<file path="src/rtl/dds_spi_master.sv">
`default_nettype none
// ============================================================================
// Module   : dds_spi_master
// Purpose  : Serialises a frequency-tuning or phase-shift word MSB-first onto
//            the DDS SPI bus (spi_clk / spi_data / freq_cs / phaseshift_cs).
//            The falling chip select at the end commits the word in the DDS.
// Revision : 1.0 - initial release
// ============================================================================
module dds_spi_master #(
    parameter int ACC_LENGTH   = 48,
    parameter int PHASE_LENGTH = 16,
    parameter int CLK_DIV      = 5
) (
    input  logic                  sys_clk,
    input  logic                  reset,
    input  logic                  start,
    input  logic                  target,
    input  logic [ACC_LENGTH-1:0] data_in,
    output logic                  spi_clk,
    output logic                  spi_data,
    output logic                  freq_cs,
    output logic                  phaseshift_cs,
    output logic                  busy,
    output logic                  done
);

    localparam int DIV_W = $clog2(CLK_DIV + 1);
    localparam int BIT_W = $clog2(ACC_LENGTH + 1);

    localparam logic [2:0] S_IDLE  = 3'd0;
    localparam logic [2:0] S_SETUP = 3'd1;
    localparam logic [2:0] S_HIGH  = 3'd2;
    localparam logic [2:0] S_LOW   = 3'd3;
    localparam logic [2:0] S_GAP   = 3'd4;

    localparam logic [DIV_W-1:0] DIV_LAST = DIV_W'(CLK_DIV - 1);
    localparam logic [BIT_W-1:0] N_FREQ   = BIT_W'(ACC_LENGTH);
    localparam logic [BIT_W-1:0] N_PHASE  = BIT_W'(PHASE_LENGTH);

    logic [2:0]            state_q, state_d;
    logic [DIV_W-1:0]      div_q, div_d;
    logic [BIT_W-1:0]      bit_q, bit_d;
    logic [ACC_LENGTH-1:0] shift_q, shift_d;
    logic                  tgt_q, tgt_d;

    logic spi_clk_d, spi_data_d, freq_cs_d, phaseshift_cs_d, busy_d, done_d;

    // The word always sits at the top of the shift register so the serial
    // bit is shift_q[MSB] regardless of target; a phase word is left-aligned.
    logic [ACC_LENGTH-1:0] w_load;
    logic                  w_div_last;

    assign w_load     = target ? (ACC_LENGTH'(data_in[PHASE_LENGTH-1:0]) << (ACC_LENGTH - PHASE_LENGTH))
                               : data_in;
    assign w_div_last = (div_q == DIV_LAST);

    // State, counters and datapath registers
    always_ff @(posedge sys_clk or posedge reset) begin
        if (reset) begin
            state_q <= S_IDLE;
            div_q   <= '0;
            bit_q   <= '0;
            shift_q <= '0;
            tgt_q   <= 1'b0;
        end else begin
            state_q <= state_d;
            div_q   <= div_d;
            bit_q   <= bit_d;
            shift_q <= shift_d;
            tgt_q   <= tgt_d;
        end
    end

    // Next-state logic: each non-idle state lasts exactly CLK_DIV cycles
    always_comb begin
        state_d = state_q;
        div_d   = div_q;
        bit_d   = bit_q;
        shift_d = shift_q;
        tgt_d   = tgt_q;
        if (state_q == S_IDLE) begin
            div_d = '0;
            if (start) begin
                state_d = S_SETUP;
                tgt_d   = target;
                bit_d   = target ? N_PHASE : N_FREQ;
                shift_d = w_load;
            end
        end else if (!w_div_last) begin
            div_d = div_q + 1'b1;
        end else begin
            div_d = '0;
            case (state_q)
                S_SETUP: state_d = S_HIGH;
                S_HIGH: begin
                    state_d = S_LOW;
                    bit_d   = bit_q - 1'b1;
                    // Advance data on entry to LOW, but hold the final bit
                    if (bit_q != {{(BIT_W-1){1'b0}}, 1'b1}) begin
                        shift_d = shift_q << 1;
                    end
                end
                S_LOW:   state_d = (bit_q != '0) ? S_HIGH : S_GAP;
                S_GAP:   state_d = S_IDLE;
                default: state_d = S_IDLE;
            endcase
        end
    end

    // Output decode from the next state so every output leaves a flop
    always_comb begin
        spi_clk_d       = 1'b0;
        spi_data_d      = 1'b0;
        freq_cs_d       = 1'b0;
        phaseshift_cs_d = 1'b0;
        busy_d          = (state_d != S_IDLE);
        done_d          = (state_q == S_GAP) && w_div_last;
        if (state_d == S_SETUP || state_d == S_HIGH || state_d == S_LOW) begin
            freq_cs_d       = ~tgt_d;
            phaseshift_cs_d = tgt_d;
            spi_data_d      = shift_d[ACC_LENGTH-1];
            spi_clk_d       = (state_d == S_HIGH);
        end
    end

    // Output registers; reset drops the whole bus immediately
    always_ff @(posedge sys_clk or posedge reset) begin
        if (reset) begin
            spi_clk       <= 1'b0;
            spi_data      <= 1'b0;
            freq_cs       <= 1'b0;
            phaseshift_cs <= 1'b0;
            busy          <= 1'b0;
            done          <= 1'b0;
        end else begin
            spi_clk       <= spi_clk_d;
            spi_data      <= spi_data_d;
            freq_cs       <= freq_cs_d;
            phaseshift_cs <= phaseshift_cs_d;
            busy          <= busy_d;
            done          <= done_d;
        end
    end

endmodule
`default_nettype wire

</file>
<file path="config.mk">
export PLATFORM = sky130hd
export DESIGN_NAME = dds_spi_master
export DESIGN_NICKNAME = d
export VERILOG_FILES = /design/src/rtl/dds_spi_master.sv
export SDC_FILE = /design/constraint.sdc
export NUM_CORES = 1
export LEC_CHECK = 0
export BUFFER_PORTS_ARGS = -buffer_cell sky130_fd_sc_hd__buf_2
export CAP_MARGIN = 20
export CORE_ASPECT_RATIO = 1.75
export CORE_UTILIZATION = 50
export DETAILED_ROUTE_END_ITERATION = 7
export PLACE_DENSITY = 0.72
export REMOVE_ABC_BUFFERS = 1
export SKIP_LAST_GASP = 1
export SLEW_MARGIN = 25
export SYNTH_ARGS = -nofsm -noshare
export SYNTH_HDL_FRONTEND = slang
export SYNTH_SLANG_ARGS = --single-unit
</file>
<file path="constraint.sdc">
create_clock -name sys_clk -period 1.9 [get_ports sys_clk]
set_input_delay 0.19 -clock sys_clk [delete_from_list [all_inputs] [get_ports sys_clk]]
set_output_delay 0.19 -clock sys_clk [all_outputs]
set_load 0.02 [all_outputs]
</file>
== After elaboration in Yosys (flattened, before gate mapping) ==
Cells that the tools add are included.
W data, S select, Z words.

* Register bits: 67
* Input port bits: 52
* Output and inout bits: 6
* Logic and storage cells: 60

* $add $sub $neg: 2
* Equality and inequality tests: 10
* Muxes and demuxes: 24
* Bitwise logic cells: 1
* Reduce and logical (&&, ||, !) cells: 11

{| class="wikitable"
|+ Operator list
! operator !! number
|-
| $mux W48 || 6
|-
| $mux W6 || 5
|-
| $mux W3 || 6
|-
| $eq A3 B2 Y1 const B || 4
|-
| $pmux W3 S3 || 1
|-
| $eq A3 B1 Y1 const B || 2
|-
| $eq A3 B3 Y1 const B || 2
|-
| $mux W1 || 6
|-
| $ne A6 B1 Y1 const B || 1
|-
| $reduce_bool A2 Y1 || 3
|-
| $reduce_bool A6 Y1 || 1
|-
| $sub A6 B1 Y6 const B || 1
|-
| $reduce_and A4 Y1 || 1
|-
| $add A3 B1 Y3 const B || 1
|-
| $logic_not A3 Y1 || 1
|-
| $reduce_and A3 Y1 || 1
|-
| $reduce_bool A3 Y1 || 1
|-
| $logic_or A1 B1 Y1 || 2
|-
| $ne A2 B2 Y1 const B || 1
|-
| $logic_and A1 B1 Y1 || 1
|-
| $not A1 Y1 || 1
|}

== Depth between registers and ports, before layout ==
Gate-level depths: netlist of run 1.

* Depth after elaboration: 9
* Gate-level depth with buffers: 8

== Worst setup path before layout of run 1 ==
Ideal clock, no wire load.

* Path kind: register to register
* Start point: register div_q[0]
* End point: register shift_q[32]
* Arrival time: 1.662 ns
* Required time: 1.774 ns
* Setup slack: 0.112 ns
* Cell stages (with the launch flop): 8
* Buffers on the path: 1
* Cells stage by stage: dfrtp_1 > inv_1 > ha_1 > nand4b_4 > a211oi_2 > nor2_2 > buf_6 > a221o_1

* Cells in the longest elaborated chain, start to end: 3

{| class="wikitable"
|+ RTL lines
! what !! RTL line !! text
|-
| start: declaration || 41 || <nowiki>logic [DIV_W-1:0] div_q, div_d;</nowiki>
|-
| start signal: assignment || 67 || <nowiki>div_q <= div_d;</nowiki>
|-
| $eq A3 B3 Y1 || 55 || <nowiki>assign w_div_last = (div_q == DIV_LAST);</nowiki>
|-
| $reduce_bool A2 Y1 (no line) || - ||
|-
| $reduce_and A4 Y1 (no line) || - ||
|-
| end signal: assignment || 69 || <nowiki>shift_q <= shift_d;</nowiki>
|-
| end: declaration || 43 || <nowiki>logic [ACC_LENGTH-1:0] shift_q, shift_d;</nowiki>
|}

Every way passes these cells.
A chain may end at the register's enable or synchronous reset.

== Worst setup path after layout of run 1 ==
* Start point: register bit_q[5]
* End point: register shift_q[29]

* Cells in the longest elaborated chain, start to end: 3

{| class="wikitable"
|+ RTL lines
! what !! RTL line !! text
|-
| start: declaration || 42 || <nowiki>logic [BIT_W-1:0] bit_q, bit_d;</nowiki>
|-
| start signal: assignment || 68 || <nowiki>bit_q <= bit_d;</nowiki>
|-
| $ne A6 B1 Y1 || 99 || <nowiki>if (bit_q != {{(BIT_W-1){1'b0}}, 1'b1}) begin</nowiki>
|-
| $reduce_bool A2 Y1 (no line) || - ||
|-
| $reduce_and A4 Y1 (no line) || - ||
|}

Every way passes these cells.

==> results of run 1 <==
-- cell usage after synthesis (2+ instances only) --
master	n	area, µm²
clkbuf_1	4	15.0
nor3_1	2	10.0
buf_6	2	22.5
buf_4	6	45.0
or3_1	2	12.5
a21o_1	33	248
a22o_1	31	272
buf_2	7	35.0
ha_1	4	50.1
mux2i_1	19	190
nand2_1	11	41.3
nor2_1	27	101
inv_1	6	22.5
a221o_1	15	150
nand2b_1	5	31.3
nor2_2	2	12.5
xnor2_1	3	26.3
nor4_1	3	18.8
or4b_1	2	20.0
a21oi_1	4	20.0
dfrtp_1	67	1680
-- cell type report --
| cell class | instances | area, µm² | area share (%) |
|---|---|---|---|
| Sequential cell | 67 | 1680 | 42.5 |
| Multi-Input combinational cell | 184 | 1420 | 35.9 |
| Timing Repair Buffer | 83 | 549 | 13.9 |
| Clock buffer | 9 | 124 | 3.14 |
| Tap cell | 80 | 100 | 2.54 |
| Clock inverter | 7 | 53.8 | 1.37 |
| Inverter | 6 | 22.5 | 0.571 |
-- flip-flops by register name (all words and copies together), names as in the netlist --
| signal | flops |
|---|---|
| phaseshift_cs | 1 |
| spi_data | 1 |
| freq_cs | 1 |
| spi_clk | 1 |
| done | 1 |
| div_q | 3 |
| bit_q | 6 |
| tgt_q | 1 |
| busy | 1 |
| state_q | 3 |
| shift_q | 48 |
-- where the power goes --
| group | internal, W | total (W) | switching [W] |
|---|---|---|---|
| clock | 0.000478 | 0.00106 | 0.000585 |
| sequential | 0.00207 | 0.00248 | 0.000403 |
| combinational | 0.00108 | 0.00211 | 0.00103 |
| total | 0.00364 | 0.00565 | 0.00202 |
-- layer usage --
metal	global-route usage, %	part of all wire [%]	vias to the layer above
met4	8.80	1.4	0
met5	0	0	-
met1	28.0	42	1244
met3	4.66	3.4	7
met2	38.5	53	45
li1	-	-	1176
-- metrics by stage --
stage          cells  setup slack [ns]  hold WS, ns
2_1_floorplan    255             -1.78        0.306
3_3_place_gp     414            -0.126        0.243
3_5_place_dp     414            -0.147        0.242
4_1_cts          434            0.0397        0.112
5_1_grt          436           -0.0934        0.126
6_report         436            0.0447        0.124
-- worst max-delay path, cell delays in order (launching register included) --
cell and delay [ns]:
dfrtp_1 0.40, nor4_2 0.28, buf_4 0.17, a211oi_4 0.07
buf_4 0.16, buf_12 0.12, nor2_2 0.41, a21o_1 0.19
-- path summary, 6_finish.rpt --
check,startpoint,to,slack [ns],cells past startpoint
worst max-delay path,bit_q[5],shift_q[29],0.04,7
worst min-delay path,data_in[0],shift_q[0],0.12,3
worst max register to register,bit_q[5],shift_q[29],0.04,7
worst min register to register,shift_q[3],shift_q[3],0.48,1
max in group asynchronous,reset,bit_q[3],1.25,4
min in group asynchronous,reset,spi_clk,0.42,4
-- repair_timing --
action | CTS | global route
gates resized for setup | 3 | 1
pin swaps | 2 | 2
hold buffers | 1 | 0
gates cloned | 1 | 1
setup endpoints to repair | 46 | 47
hold endpoints to repair | 67 | 0
buffers inserted | 2 | 1
-- cells by family (layout without fill, tap and decap cells) --
| kind of cell | count (synthesis) | after routing |
|---|---|---|
| AOI/OAI and AO/OA | 91 | 91 |
| and+or+nand+nor | 65 | 67 |
| DFF | 67 | 67 |
| buffers and inverters | 26 | 105 |
| xor gates and xnor gates | 3 | 3 |
| adders and majority gates | 4 | 4 |
| muxes | 19 | 19 |
==> flow_metrics.tcl, run 1 <==
set metrics [dict create \
    grt_start_max_net_pins 43 \
    core_mm2 0.00618 \
    ir_worst_vdd_uv 893 \
    cts_sinks 67 \
    clk_pin_slew_ns 0.07 \
    overflow 0 \
    setup_viol 0 \
    cts_tree "yes" \
    routed_wl_um 6940 \
    synth_xor_area_share_pct 0.823 \
    max_clock_freq_mhz 539 \
    gp_congestion 0.860 \
    tightest_slew_ns 0.583 \
    drive_above_1_share_pct 30.9 \
    powerDensity_mw_per_mm2 1430 \
    portBuffers 57 \
    finalNetCount 407 \
    die_w_um 62.4 \
    syn_area_mm2 0.00319 \
    h-tree-depth 3 \
    fin_setup_tns_ns 0 \
    fin_crit_sh_pct 97.6 \
    max_slew_margin_pct 61.1 \
    p_leak_nw 2.16 \
    synth-adder-area-share_pct 1.57 \
    synth_top_family_by_area "compound AO/OA/AOI/OAI gates" \
    wl_per_cell_um 15.9 \
    via_per_inst 5.67 \
    hp-class "in2reg" \
    start_kind "flip-flop" \
    async_flop_share_pct 100 \
    antenna_left 0 \
    path_max_fanout 11 \
    nFillCells 526 \
    clk_latency_ns 0.35 \
    ys.flop_type "dfrtp_1" \
    start_util_pct 51.6 \
    drv_slew 0 \
    post-route-util_pct 63.8 \
    finalPower_w 0.00565 \
    synth_simple_gate_area_share_pct 11.1 \
    syn_area_per_cell_um2 11.6 \
    fp.dieH_um 108 \
    mostFrequentLayoutCell "dfrtp_1" \
    rsz0062_at_grt "yes" \
    syn2layout_area_growth_pct 23.5 \
    synthDistinctLibCells 41 \
    grt_pass1_wl_um 11700 \
    row_count 38 \
    firstDrtPassIters 4 \
    dieArea_mm2 0.00672 \
    final_area_mm2 0.00394 \
    cp.required_ns 2.19 \
    run_status "finished, final reports clean" \
    drv_cap 0 \
    antenna_cells 0 \
    synth-seq-cells 67 \
    vias 2472 \
    antenna_found_initial 0 \
    hold_viol 0 \
    drc 0 \
    drt_iter0_drc 201 \
    crit_type "reg2reg" \
    numCtsBuffers 9 \
    period_needed_ns 1.86 \
    hpwlAfterDp_um 4570 \
    clk_path_buf_depth 2 \
    worst_ep_arrival_time_ns 2.14 \
    grt_usage_pct 22.6 \
    synth_edf_count 0 \
    crit_path_end_kind "flip-flop" \
    first_global_vias 2474 \
    synth_mux_area_share_pct 5.96 \
    ys_seq_area_share_pct 52.5 \
    place_area_mm2 0.00368 \
    clock-root-buffer "clkbuf_8" \
    fin_skew_ns 0.00880 \
    postSynthCellCount 275 \
    yosys_warnings 0 \
    final_cell_mix "67 x dfrtp_1, 57 x buf_2, 33 x a21o_1" \
    io_pins 58 \
    synth_compound_area_share_pct 23.6 \
]
Power figures use the tool's default switching activity.
==> run 2: changes to the inputs <==
- CELL_PAD_IN_SITES_DETAIL_PLACEMENT: not set -> 1
- CELL_PAD_IN_SITES_GLOBAL_PLACEMENT: not set -> 1
- CORE_UTILIZATION: 50 -> 40
==> run 2 against run 1 <==
Net effect: wire length rose by 28%; flip-flop and latch count unchanged; count of clock-buffer cells in the layout rose by 1; global-route usage shrank 0.79 points; cell count is 3.2% higher; register-to-register slack is essentially flat; sequential power about the same; die area up 24%; sequential share of layout area fell by 2.2 points; largest cell class unchanged; highest routed layer unchanged.
==> flow_metrics.tcl, run 2 (synthesis results as in run 1) <==
set metrics [dict create \
    ir_worst_vdd_uv 862 \
    powerDensity_mw_per_mm2 1570 \
    setup_viol 0 \
    row_count 42 \
    multi_input_area_mm2 0.00145 \
    path_cells "buf_4 -> or4b_1 -> nor2_2 -> buf_12 -> a22o_1 -> a21o_1" \
    fp.dieH_um 120 \
    worst_ep_arrival_time_ns 2.13 \
    hold_viol 0 \
    path_max_fanout 31 \
    final_cell_mix "67 x dfrtp_1, 57 x buf_2, 33 x a21o_1" \
    portBuffers 57 \
    grt_pass1_wl_um 14000 \
    h-tree-depth 3 \
    timing.final.ws_setup_ns 0.0304 \
    cp.required_ns 2.17 \
    finalNetCount 414 \
    gp_congestion 0.772 \
    seq_area_mm2 0.00168 \
    fin_setup_tns_ns 0 \
    nFillCells 826 \
    post-route-util_pct 54.5 \
    final_area_mm2 0.00416 \
    hpwlAfterDp_um 5160 \
    wl_per_cell_um 19.8 \
    pre_cts_slack_ns -0.206 \
    crit_path_end_kind "flip-flop" \
    drv_slew 0 \
    drt_iter0_drc 139 \
    cts_tree "yes" \
    drv_cap 0 \
    start_util_pct 41.9 \
    antenna_found_initial 0 \
    worst_path_max_delay_cell "or4b_1" \
    p_leak_nw 2.25 \
    first_global_vias 2875 \
    crit_type "reg2reg" \
    cts_sinks 67 \
    drc 0 \
    die_w_um 69.5 \
    max_clock_freq_mhz 535 \
    run_status "finished, final reports clean" \
    place_area_mm2 0.00366 \
    fin_crit_sh_pct 98.4 \
    drive_above_1_share_pct 32.6 \
    hp-class "in2reg" \
    max_slew_margin_pct 60.6 \
    firstDrtPassIters 4 \
    tightest_slew_ns 0.592 \
    vias 2572 \
    routed_wl_um 8890 \
    dieArea_mm2 0.00835 \
    grt_usage_pct 21.8 \
    numCtsBuffers 9 \
    clock-root-buffer "clkbuf_16" \
    antenna_left 0 \
    period_needed_ns 1.87 \
    grt_start_max_net_pins 68 \
    clk_pin_slew_ns 0.05 \
    antenna_cells 0 \
    io_pins 58 \
    via_per_inst 5.72 \
    core_mm2 0.00762 \
    mostFrequentLayoutCell "dfrtp_1" \
    critPathMaxStageDelay_ns 0.55 \
    clk_latency_ns 0.33 \
    start_kind "flip-flop" \
    top_regs "shift_q: 48 flops, bit_q: 6 flops" \
    syn2layout_area_growth_pct 30.2 \
    overflow 0 \
    clk_path_buf_depth 2 \
    fin_skew_ns 0.00662 \
    top_register "shift_q" \
    largest_reg_flops 48 \
]
-- run 2: cell count changes in the layout (fill, tap and decap cells not counted), moves of 2 or more --
| cell | change |
|---|---|
| nor2_4 | +2 |
| clkbuf_8 | -9 |
| buf_4 | +6 |
| clkbuf_16 | +11 |
| clkinv_4 | -2 |
-- run 2: power breakdown --
group / total, W / internal [W] / switching (W)
clock network: 0.00161 / 0.00100 / 0.000609
registers: 0.00248 / 0.00208 / 0.000401
logic: 0.00243 / 0.00121 / 0.00122
-- run 2: through the flow --
step	hold WS, ns	power [W]	std cells
global placement	0.290	0.00448	421
global route	0.162	0.00695	450
detailed placement	0.298	0.00458	421
finish	0.152	0.00652	450
floorplan	0.306	0.00374	255
CTS	0.147	0.00636	441
-- run 2: metal layers --
metal	routed length, µm	global-route usage (%)
met1	3480	25.6
met2	5010	39.4
met3	266	3.67
met4	136	8.04
met5	0	0
-- run 2: final timing paths --
| path | from | cells past startpoint | slack [ns] | end |
|---|---|---|---|---|
| max in group asynchronous | reset | 4 | 1.13 | shift_q[0] |
| worst max-delay path | state_q[0] | 6 | 0.03 | shift_q[7] |
| worst min-delay path | data_in[0] | 3 | 0.15 | shift_q[0] |
| worst min register to register | shift_q[17] | 1 | 0.48 | shift_q[17] |
| worst max register to register | state_q[0] | 6 | 0.03 | shift_q[7] |
| min in group asynchronous | reset | 4 | 0.47 | shift_q[47] |
-- run 2: worst max-delay path, delay by kind of cell, from the launching register on --
family                 cells  cell delay [ns]
and+or+nand+nor            2             0.70
DFF                        1             0.40
AOI/OAI and AO/OA          2             0.31
buffers and inverters      2             0.39
-- run 2: repair_timing --
item,in CTS,in global routing
hold buffers,1,0
pin swaps,2,3
buffers inserted,2,6
hold endpoints to repair,67,0
cloned,2,3
resized for setup,7,5
endpoints found under the setup margin,50,27
-- run 2: layout make-up --
| type | count | area share, % |
|---|---|---|
| Sequential cell | 67 | 40.3 |
| Inverter | 6 | 0.542 |
| Clock buffer | 10 | 5.51 |
| Timing Repair Buffer | 89 | 14.8 |
| Multi-Input combinational cell | 185 | 34.9 |
| Tap cell | 88 | 2.65 |
| Clock inverter | 5 | 1.32 |
